### src/rtl/comp_div_pkg.sv
`default_nettype none
// ============================================================================
// Module      : comp_div_pkg
// Description : Shared constants and helpers for the comp_div complex divider:
//               FSM state encodings, internal width rule, saturation constant.
// Revision    : 1.0 - initial release
// ============================================================================
package comp_div_pkg;

    // FSM state encodings
    localparam logic [2:0] c_idle  = 3'd0;
    localparam logic [2:0] c_prod  = 3'd1;
    localparam logic [2:0] c_check = 3'd2;
    localparam logic [2:0] c_div   = 3'd3;
    localparam logic [2:0] c_done  = 3'd4;

    // Numerator/denominator carry one bit beyond the product width so that a
    // sum of two full-scale products cannot wrap.
    localparam int c_wide_extra = 1;

    function automatic int wide_width(input int in_w);
        return 2 * in_w + c_wide_extra;
    endfunction

    // Largest positive output value; the clamp is symmetric around zero.
    function automatic int sat_max(input int out_w);
        return (1 << (out_w - 1)) - 1;
    endfunction

endpackage
`default_nettype wire

### src/rtl/comp_div_serial_udiv.sv
`default_nettype none
// ============================================================================
// Module      : serial_udiv
// Description : Restoring unsigned divider, one quotient bit per clock, MSB
//               first. The start cycle already produces the first quotient
//               bit; QW-1 further cycles follow while busy is high. The
//               caller guarantees dividend < divisor * 2^QW, so the upper
//               VW bits of the dividend form a valid starting remainder.
// Revision    : 1.0 - initial release
// ============================================================================
module serial_udiv #(
    parameter int DW = 44,
    parameter int VW = 29,
    parameter int QW = 15
) (
    input  logic          clk,
    input  logic          rst,
    input  logic          start,
    input  logic [DW-1:0] dividend,
    input  logic [VW-1:0] divisor,
    output logic          busy,
    output logic [QW-1:0] quotient
);

    localparam int c_cw = $clog2(QW + 1);

    logic [VW-1:0]   r_rem;
    logic [QW-1:0]   r_bits;
    logic [QW-1:0]   r_quo;
    logic [VW-1:0]   r_div;
    logic [c_cw-1:0] r_cnt;

    logic [VW-1:0]   w_rem_cur;
    logic [QW-1:0]   w_bits_cur;
    logic [QW-1:0]   w_quo_cur;
    logic [VW-1:0]   w_div_cur;
    logic [VW:0]     w_trial;
    logic            w_qbit;
    logic [VW-1:0]   w_rem_next;

    // One restoring step, fed straight from the inputs on the start cycle
    always_comb begin
        w_rem_cur  = start ? dividend[DW-1:QW] : r_rem;
        w_bits_cur = start ? dividend[QW-1:0]  : r_bits;
        w_quo_cur  = start ? '0                : r_quo;
        w_div_cur  = start ? divisor           : r_div;
        w_trial    = {w_rem_cur, w_bits_cur[QW-1]};
        w_qbit     = (w_trial >= {1'b0, w_div_cur});
        w_rem_next = w_qbit ? VW'(w_trial - {1'b0, w_div_cur}) : w_trial[VW-1:0];
    end

    // Iteration state: remainder, pending dividend bits, quotient, count
    always_ff @(posedge clk or posedge rst) begin
        if (rst) begin
            r_rem  <= '0;
            r_bits <= '0;
            r_quo  <= '0;
            r_div  <= '0;
            r_cnt  <= '0;
        end else if (start || (r_cnt != '0)) begin
            r_rem  <= w_rem_next;
            r_bits <= w_bits_cur << 1;
            r_quo  <= (w_quo_cur << 1) | QW'(w_qbit);
            r_div  <= w_div_cur;
            r_cnt  <= start ? c_cw'(QW - 1) : r_cnt - 1'b1;
        end
    end

    assign busy     = (r_cnt != '0);
    assign quotient = r_quo;

endmodule
`default_nettype wire

### src/rtl/comp_div.sv
`default_nettype none
// ============================================================================
// Module      : comp_div
// Description : Sequential fixed-point complex divider
//               (Re1 + jIm1) / (Re2 + jIm2) with valid/ready handshakes,
//               symmetric saturation and divide-by-zero flag.
//               Define COMP_DIV_ROUND_EN for round-half-away-from-zero
//               (one extra divide cycle); default truncates toward zero.
// Revision    : 1.0 - initial release
// ============================================================================
module comp_div
    import comp_div_pkg::*;
#(
    parameter int IN_WIDTH  = 14,
    parameter int OUT_WIDTH = 16,
    parameter int FRAC_BITS = 13
) (
    input  logic                        clk,
    input  logic                        rst,
    input  logic                        in_valid,
    output logic                        in_ready,
    input  logic signed [IN_WIDTH-1:0]  Re1,
    input  logic signed [IN_WIDTH-1:0]  Im1,
    input  logic signed [IN_WIDTH-1:0]  Re2,
    input  logic signed [IN_WIDTH-1:0]  Im2,
    output logic                        out_valid,
    input  logic                        out_ready,
    output logic signed [OUT_WIDTH-1:0] Re,
    output logic signed [OUT_WIDTH-1:0] Im,
    output logic                        sat,
    output logic                        div_zero
);

`ifdef COMP_DIV_ROUND_EN
    localparam int c_rnd = 1;
`else
    localparam int c_rnd = 0;
`endif
    localparam int c_pw = 2 * IN_WIDTH;
    localparam int c_nw = wide_width(IN_WIDTH);
    localparam int c_qw = OUT_WIDTH - 1 + c_rnd;
    localparam int c_dw = c_qw + c_nw;
    localparam int c_ew = c_nw + OUT_WIDTH;
    localparam logic [OUT_WIDTH-1:0] c_satmax = OUT_WIDTH'(sat_max(OUT_WIDTH));

    logic [2:0]                 r_state;
    logic signed [IN_WIDTH-1:0] r_re1, r_im1, r_re2, r_im2;
    logic signed [c_pw-1:0]     r_p_a, r_p_b, r_p_c, r_p_d, r_s_re, r_s_im;
    logic                       r_sgn_re, r_sgn_im, r_ovf_re, r_ovf_im, r_dz;

    logic [c_nw-1:0]      w_n_re, w_n_im, w_den, w_mag_re, w_mag_im;
    logic [c_dw-1:0]      w_dvd_re, w_dvd_im;
    logic                 w_start, w_busy_re, w_busy_im;
    logic [c_qw-1:0]      w_quo_re, w_quo_im;
    logic [OUT_WIDTH-1:0] w_qm_re, w_qm_im, w_cm_re, w_cm_im, w_res_re, w_res_im;
    logic                 w_clamp_re, w_clamp_im;

    // Quotient magnitude; with rounding the LSB is a half bit added back in
    function automatic logic [OUT_WIDTH-1:0] q_to_mag(input logic [c_qw-1:0] q);
`ifdef COMP_DIV_ROUND_EN
        return OUT_WIDTH'(q[c_qw-1:1]) + OUT_WIDTH'(q[0]);
`else
        return OUT_WIDTH'(q);
`endif
    endfunction

    // Numerators and denominator in the widened domain, then sign/magnitude
    assign w_n_re   = {r_p_a[c_pw-1], r_p_a} + {r_p_b[c_pw-1], r_p_b};
    assign w_n_im   = {r_p_c[c_pw-1], r_p_c} - {r_p_d[c_pw-1], r_p_d};
    assign w_den    = {1'b0, r_s_re} + {1'b0, r_s_im};
    assign w_mag_re = w_n_re[c_nw-1] ? -w_n_re : w_n_re;
    assign w_mag_im = w_n_im[c_nw-1] ? -w_n_im : w_n_im;
    assign w_dvd_re = c_dw'(w_mag_re) << (FRAC_BITS + c_rnd);
    assign w_dvd_im = c_dw'(w_mag_im) << (FRAC_BITS + c_rnd);
    assign w_start  = (r_state == c_check);

    serial_udiv #(.DW(c_dw), .VW(c_nw), .QW(c_qw)) u_div_re (
        .clk      (clk),
        .rst      (rst),
        .start    (w_start),
        .dividend (w_dvd_re),
        .divisor  (w_den),
        .busy     (w_busy_re),
        .quotient (w_quo_re)
    );

    serial_udiv #(.DW(c_dw), .VW(c_nw), .QW(c_qw)) u_div_im (
        .clk      (clk),
        .rst      (rst),
        .start    (w_start),
        .dividend (w_dvd_im),
        .divisor  (w_den),
        .busy     (w_busy_im),
        .quotient (w_quo_im)
    );

    // Per-lane clamp (pre-check overflow or rounding carry) and sign restore
    assign w_qm_re    = q_to_mag(w_quo_re);
    assign w_qm_im    = q_to_mag(w_quo_im);
    assign w_clamp_re = r_ovf_re | (w_qm_re > c_satmax);
    assign w_clamp_im = r_ovf_im | (w_qm_im > c_satmax);
    assign w_cm_re    = w_clamp_re ? c_satmax : w_qm_re;
    assign w_cm_im    = w_clamp_im ? c_satmax : w_qm_im;
    assign w_res_re   = r_sgn_re ? -w_cm_re : w_cm_re;
    assign w_res_im   = r_sgn_im ? -w_cm_im : w_cm_im;

    assign in_ready  = (r_state == c_idle);
    assign out_valid = (r_state == c_done);

    // Control FSM with operand, product, flag and result registers
    always_ff @(posedge clk or posedge rst) begin
        if (rst) begin
            r_state  <= c_idle;
            r_re1    <= '0;
            r_im1    <= '0;
            r_re2    <= '0;
            r_im2    <= '0;
            r_p_a    <= '0;
            r_p_b    <= '0;
            r_p_c    <= '0;
            r_p_d    <= '0;
            r_s_re   <= '0;
            r_s_im   <= '0;
            r_sgn_re <= 1'b0;
            r_sgn_im <= 1'b0;
            r_ovf_re <= 1'b0;
            r_ovf_im <= 1'b0;
            r_dz     <= 1'b0;
            Re       <= '0;
            Im       <= '0;
            sat      <= 1'b0;
            div_zero <= 1'b0;
        end else begin
            case (r_state)
                c_idle: begin
                    if (in_valid) begin
                        r_re1   <= Re1;
                        r_im1   <= Im1;
                        r_re2   <= Re2;
                        r_im2   <= Im2;
                        r_state <= c_prod;
                    end
                end
                c_prod: begin
                    r_p_a   <= c_pw'(r_re1) * c_pw'(r_re2);
                    r_p_b   <= c_pw'(r_im1) * c_pw'(r_im2);
                    r_p_c   <= c_pw'(r_im1) * c_pw'(r_re2);
                    r_p_d   <= c_pw'(r_re1) * c_pw'(r_im2);
                    r_s_re  <= c_pw'(r_re2) * c_pw'(r_re2);
                    r_s_im  <= c_pw'(r_im2) * c_pw'(r_im2);
                    r_state <= c_check;
                end
                c_check: begin
                    r_sgn_re <= w_n_re[c_nw-1];
                    r_sgn_im <= w_n_im[c_nw-1];
                    r_ovf_re <= (c_ew'(w_mag_re) << FRAC_BITS) >= (c_ew'(w_den) << (OUT_WIDTH - 1));
                    r_ovf_im <= (c_ew'(w_mag_im) << FRAC_BITS) >= (c_ew'(w_den) << (OUT_WIDTH - 1));
                    r_dz     <= (w_den == '0);
                    r_state  <= c_div;
                end
                c_div: begin
                    if (!(w_busy_re || w_busy_im)) begin
                        if (r_dz) begin
                            Re       <= '0;
                            Im       <= '0;
                            sat      <= 1'b0;
                            div_zero <= 1'b1;
                        end else begin
                            Re       <= w_res_re;
                            Im       <= w_res_im;
                            sat      <= w_clamp_re | w_clamp_im;
                            div_zero <= 1'b0;
                        end
                        r_state <= c_done;
                    end
                end
                c_done: begin
                    if (out_ready) begin
                        r_state <= c_idle;
                    end
                end
                default: r_state <= c_idle;
            endcase
        end
    end

endmodule
`default_nettype wire

### config.mk
export PLATFORM = sky130hd
export DESIGN_NAME = comp_div
export DESIGN_NICKNAME = d
export VERILOG_FILES = /design/src/rtl/comp_div_pkg.sv /design/src/rtl/comp_div_serial_udiv.sv /design/src/rtl/comp_div.sv
export SDC_FILE = /design/constraint.sdc
export NUM_CORES = 2
export LEC_CHECK = 0
export BUFFER_PORTS_ARGS = -buffer_cell sky130_fd_sc_hd__clkbuf_2
export CORE_MARGIN = 8
export CORE_UTILIZATION = 51
export CTS_CLUSTER_DIAMETER = 200
export CTS_CLUSTER_SIZE = 40
export DETAILED_ROUTE_END_ITERATION = 8
export PLACE_DENSITY_LB_ADDON = 0.1
export SLEW_MARGIN = 20
export SYNTH_ARGS = -nofsm -noshare
export SYNTH_HDL_FRONTEND = slang
export SYNTH_HIERARCHICAL = 1
export SYNTH_SLANG_ARGS = --single-unit
### constraint.sdc
create_clock -name clk -period 11.75 [get_ports clk]
set_clock_uncertainty 0.1 [all_clocks]
set_input_delay 1.7625 -clock clk [delete_from_list [all_inputs] [get_ports clk]]
set_output_delay 1.7625 -clock clk [all_outputs]
set_load 0.005 [all_outputs]
# Word level (Yosys, flattened, before mapping)
# Index checks and enable logic that the tools add are counted.
[totals]
input_bits = 60
ff_bits = 448
elab_cells = 102
[classes]
bitwise = 6
order_cmp = 6
n_mux = 26
eq_ne = 7
addsub = 11
reduce_logical = 10
multipliers = 6
[ops]
columns = ["cell", "n"]
rows = [
  ["two-way mux 29 bit", 8],
  ["multiplier 14 x 14 -> 28 bit", 6],
  [">= comparator 42 x 44 -> 1 bit", 2],
  ["two-way mux 16 bit", 4],
  [">= comparator 30 x 29 -> 1 bit", 2],
  ["two-way mux 15 bit", 4],
  ["adder 28 x 28 -> 29 bit", 2],
  ["negation 29 bit", 2],
  ["subtractor 29 bit", 2],
  ["negation 15 -> 16 bit", 2],
  ["greater-than comparator 15 bit, second input constant", 2],
  ["OR 15 x 1 -> 15 bit", 2],
  ["logical NOT 29 bit", 1],
  ["subtractor 28 x 28 -> 29 bit", 1],
  ["two-way mux 14 bit", 2],
  ["one-hot mux 3 bit (5 select lines)", 1],
  ["two-way mux 3 bit", 3],
  ["two-way mux 4 bit", 2],
  ["nonzero test 4 bit", 2],
  ["subtractor 4 x 1 -> 4 bit, second input constant", 2],
  ["== test 3 x 2 -> 1 bit, second input constant", 2],
  ["!= test 2 bit, second input constant", 2],
  ["AND reduction 2 bit", 2],
  ["== test 3 x 1 -> 1 bit, second input constant", 1],
  ["other kinds (8)", 13],
]

# Depth between registers and ports, before layout
[logic_depth]
depth_word = 6
ltp_mapped = 28
depth_no_buf = 26

# Modules after synthesis
# Netlist, hierarchy kept.
[by_module_without_submodules]
columns = ["module", "instances", "area_each_um2", "cells_each", "seq_area_each_um2"]
rows = [
  ["comp_div", 1, 60483.0, 6769, 6606.3],
  ["serial_udiv", 2, 5823.1, 642, 2277.2],
]

# Worst setup path after synthesis
# No wires, ideal clock.
[synth_timing]
kind = "register to register"
from = "register r_im2[5]"
to = "register r_s_im[27]"
n_path_buf = 2
period_less_slack_ps = 6805
t_required_ps = 11528
stages_incl_launch_ff = 26
arrival_time_ps = 6583
slack_ps = 4945
cell_sequence = "dfrtp_1 -> clkbuf_1 -> clkbuf_1 -> nand2_1 -> fa_1 -> inv_1 -> fa_1 -> fa_1 -> inv_1 -> fa_1 -> inv_1 -> fa_1 -> inv_1 -> fa_1 -> inv_1 -> ha_1 -> a21o_1 -> a21oi_1 -> o221ai_1 -> a2111oi_0 -> nor2_1 -> a221o_1 -> a211oi_1 -> o21bai_1 -> mux2i_1 -> nand2_1"
[synth_between]
elab_chain_cells = 1
[synth_lines]
columns = ["item", "line_no", "rtl"]
rows = [
  ["from (decl)", "comp_div.sv:47", "logic signed [IN_WIDTH-1:0] r_re1, r_im1, r_re2, r_im2;"],
  ["from (signal assigned)", "comp_div.sv:140", "r_im2 <= Im2;"],
  ["multiplier 14 x 14 -> 28 bit", "comp_div.sv:150", "r_s_im <= c_pw'(r_im2) * c_pw'(r_im2);"],
  ["to (signal assigned)", "comp_div.sv:150", ""],
  ["to (decl)", "comp_div.sv:48", "logic signed [c_pw-1:0] r_p_a, r_p_b, r_p_c, r_p_d, r_s_re, r_s_im;"],
]
# No other way between the ends.
# A chain may end at the register's enable or synchronous reset.

# Worst setup path after layout
[layout_timing]
from = "register r_im2[1]"
to = "register r_s_im[27]"
# The elaborated chain is that of the path after synthesis.

==> summary.txt <==
FLOORPLANNING
--------------------------------------------------------------------------------
CORE AREA                                                           140900 sq um
Initial core utilization                                                  0.5119
Die X-Extent                                                        392.1 microns
Overall die height                                                  392.1 microns
Count of pins on the block boundary                                           96
Std cell rows                                                                138
Full die area                                                       153700 sq um

CLOCK TREE
--------------------------------------------------------------------------------
Count of clock tree sinks                                                    446
Clock network latency to the later pin of the worst-skew pair            0.64 ns
Post-cts repair resize count                                                   0
CTS Buf Count                                                                 17
Maximum number of buffers from clock root to sink                              3
Hold bufs inserted after CTS                                                   0
Post-CTS Repair Setup Buffers                                                  0
TritonCTS clock tree                                                         yes
CTS root buf                                                        sky130_fd_sc_hd__clkbuf_16
Level count of the clock H-tree                                                1
Worst-path clk slew                                                      0.16 ns

GRT
--------------------------------------------------------------------------------
Sum of overflow across all layers after global routing                         0
Vias in the first global route                                             55050
Number of antenna violations at the first check in global routing             11
GRT Total Usage                                                           0.2608
Global-route wire length before repair                                  315.4 mm
Largest net degree at the start of global routing                            101

STA
--------------------------------------------------------------------------------
Setup violators final                                                          0
Total negative slack                                                        0 ns
Slew of the pin with the lowest slew margin                             1.154 ns
Highest attainable clock frequency                                     129.8 MHz
Worst relative slew slack                                                 0.2254
Final Hold Fails                                                               0
Minimum period implied by the final worst setup slack                   7.705 ns
Final period util                                                         0.6558
Number of slew-limit violations in the final report                            0
Post-route worst hold slack                                            0.3942 ns
RSZ-0062 raised after global routing                                       false

DRT
--------------------------------------------------------------------------------
TritonRoute pass-1 iters                                                       6
Starting DRT DRC Count                                                      3073
Number of vias after detailed routing                                      53410
Post-DRT Antenna Nets                                                          0
DRT Wirelength                                                          199.1 mm
DRC errors left                                                                0
Wirelength per Cell                                                 20.23 microns
Routed via count divided by cell count                                     5.426

SYNTHESIS
--------------------------------------------------------------------------------
Top cell type's share of synthesized area                                 0.3142
Post-synth top area cell                                            sky130_fd_sc_hd__fa_1
Primary FF master, synth                                            sky130_fd_sc_hd__dfrtp_1
Gate Count Post-Synth                                                       8053
Library cell with the highest instance count after synthesis        sky130_fd_sc_hd__inv_1
Sequential-to-total area share from yosys stat                            0.1547
Synth top area cells                                                sky130_fd_sc_hd__fa_1 (31%), sky130_fd_sc_hd__dfrtp_1 (15%), sky130_fd_sc_hd__ha_1 (10%)
Yosys synthesis warning count                                                  6
Ranking of synthesized cells by instance count                      sky130_fd_sc_hd__inv_1 (1564), sky130_fd_sc_hd__fa_1 (1132), sky130_fd_sc_hd__nand2_1 (941), sky130_fd_sc_hd__ha_1 (603), sky130_fd_sc_hd__and2_1 (496)
Total standard cell area after synthesis                             72130 sq um
Library cells used by synthesis                                              105
Count of flip-flops with a built-in enable after synthesis                     0
Share of async-settable or async-resettable flops after synthesis          1.000
Avg Synthesized Cell Area                                            8.957 sq um
Number of flip-flops and latches in the synthesized netlist                  446

WORST HOLD PATH
--------------------------------------------------------------------------------
Worst hold path startpoint                                          Re[15]$_DFFE_PP0P_
Hold WC Path Type                                                        reg2reg

OUTCOME
--------------------------------------------------------------------------------
Result of the run                                                   finished clean

SETUP PATH
--------------------------------------------------------------------------------
Cell with the biggest individual delay on the critical path         sky130_fd_sc_hd__dfrtp_1
Crit path max-delay family                                           adder cells
Worst EP arrival                                                         8.13 ns
Required time of the critical path                                      12.17 ns
Delay contributed by the slowest stage of the critical path              0.91 ns
Buffers and inverters on the worst path                                        5
Crit end category                                                           flop
Nature of the critical path startpoint                                      flop
Worst Setup SP                                                      r_im2[1]$_DFFE_PP0P_
Crit-path max FO                                                              22
Chain of cells forming the critical path                            clkinv_1 -> nor2_1 -> ha_1 -> fa_1 -> fa_1 -> inv_1 -> fa_1 -> inv_1 -> fa_1 -> inv_1 -> fa_1 -> inv_1 -> ha_1 -> a21o_1 -> a21oi_1 -> o221ai_1 -> a2111oi_0 -> nor2_1 -> a221o_1 -> a211oi_1 -> o21bai_1 -> mux2i_1 -> nand2_1
Worst Path Class, Setup                                                  reg2reg
Start of the worst register-to-register path                        r_im2[1]$_DFFE_PP0P_
CP most frequent cell                                               sky130_fd_sc_hd__fa_1

PLACED DESIGN
--------------------------------------------------------------------------------
I/O Buffers                                                                   95
HPWL after detailed placement                                           156.2 mm
Final weighted congestion of routability-driven global placement          0.9440

CELLS AND AREA
--------------------------------------------------------------------------------
Number of fillers in the final layout                                      13290
Nets@finish                                                                 9734
Share of layout cells above drive strength 1                             0.05728
Growth of design area from synthesis to finish                            3.948%

FLOW RUN
--------------------------------------------------------------------------------
Max-capacitance violation count                                                0

[cell families (layout without fill, tap and decap cells)]
group                      Yosys count  in the layout  share of synthesized area
DFF                                446            446                     0.1547
other                                1             40                 0.00005199
muxes                              201            201                    0.03062
xor gates and xnor gates           369            369                    0.04481
adders and majority gates         1735           1735                     0.4188
and+or+nand+nor                   2182           2182                     0.1448
AOI/OAI and AO/OA                 1207           1207                     0.1052
buffers and inverters             1912           1772                     0.1010
[sequential cells by signal, indices dropped and copies added (netlist names), 28 cells and up]
signal          flops
u_div_re/r_div     29
u_div_im/r_rem     29
r_p_b              28
u_div_im/r_div     29
r_p_c              28
u_div_re/r_rem     29
r_p_a              28
r_p_d              28
[placed cells by master (no fill, tap or decap), drive strengths merged, types with 157 or more instances in the layout]
| master | count |
|---|---|
| inv | 1566 |
| mux2 | 157 |
| dfrtp | 446 |
| xnor2 | 251 |
| and2 | 498 |
| fa | 1132 |
| nor2 | 342 |
| a21oi | 372 |
| nand2 | 941 |
| ha | 603 |
| o21ai | 353 |
[metal layers]
layer,GRT usage,share of wire
met5,0,0.00036
met4,0.07552,0.035
met3,0.03333,0.050
met2,0.4290,0.46
met1,0.3631,0.45
[through the flow]
step | area, sq um | util | setup slack (ns) | cells
after global placement | 74380 | 0.5279 | 4.196 | 9810
after CTS | 74950 | 0.5320 | 3.970 | 9834
final | 74980 | 0.5321 | 4.045 | 9842
after detailed placement | 74380 | 0.5279 | 3.995 | 9810
after global routing | 74960 | 0.5320 | 3.720 | 9834
after floorplan | 72250 | - | 2.619 | 8084
[final cells by class]
type / instances / area (sq um) / share of cell area
Clock inverter: 6 / 135.1 / 0.001802
Tap cell: 1890 / 2365 / 0.03154
Multi-Input combinational cell: 5726 / 53830 / 0.7180
Timing Repair Buffer: 180 / 1117 / 0.01490
Antenna cell: 8 / 20.02 / 0.0002670
Clock buffer: 18 / 439.2 / 0.005857
Sequential cell: 446 / 11160 / 0.1489
Inverter: 1568 / 5902 / 0.07872
[worst paths after layout]
check | end | slack [ns] | cells past startpoint
min in group asynchronous | u_div_re/r_div[15]$_DFFE_PP0P_ | 1.16 | 2
hold reg to reg | Re[15]$_DFFE_PP0P_ | 0.39 | 2
max in group asynchronous | r_im2[3]$_DFFE_PP0P_ | 8.55 | 4
setup / recovery | r_s_im[27]$_DFFE_PP0P_ | 4.04 | 23
setup reg to reg | r_s_im[27]$_DFFE_PP0P_ | 4.04 | 23
hold / removal | Re[15]$_DFFE_PP0P_ | 0.39 | 2
[worst register-to-register path, stage by stage, from the launching register on]
cell and delay [ns]:
sky130_fd_sc_hd__dfrtp_1 0.91, sky130_fd_sc_hd__clkinv_1 0.57, sky130_fd_sc_hd__nor2_1 0.23, sky130_fd_sc_hd__ha_1 0.28, sky130_fd_sc_hd__fa_1 0.46, sky130_fd_sc_hd__fa_1 0.51
sky130_fd_sc_hd__inv_1 0.05, sky130_fd_sc_hd__fa_1 0.53, sky130_fd_sc_hd__inv_1 0.05, sky130_fd_sc_hd__fa_1 0.48, sky130_fd_sc_hd__inv_1 0.05, sky130_fd_sc_hd__fa_1 0.47
sky130_fd_sc_hd__inv_1 0.04, sky130_fd_sc_hd__ha_1 0.34, sky130_fd_sc_hd__a21o_1 0.18, sky130_fd_sc_hd__a21oi_1 0.26, sky130_fd_sc_hd__o221ai_1 0.18, sky130_fd_sc_hd__a2111oi_0 0.66
sky130_fd_sc_hd__nor2_1 0.19, sky130_fd_sc_hd__a221o_1 0.41, sky130_fd_sc_hd__a211oi_1 0.30, sky130_fd_sc_hd__o21bai_1 0.13, sky130_fd_sc_hd__mux2i_1 0.16, sky130_fd_sc_hd__nand2_1 0.06
Power is not shown: default switching activity piles up to over one toggle a cycle in this logic, so the estimate is an artifact.
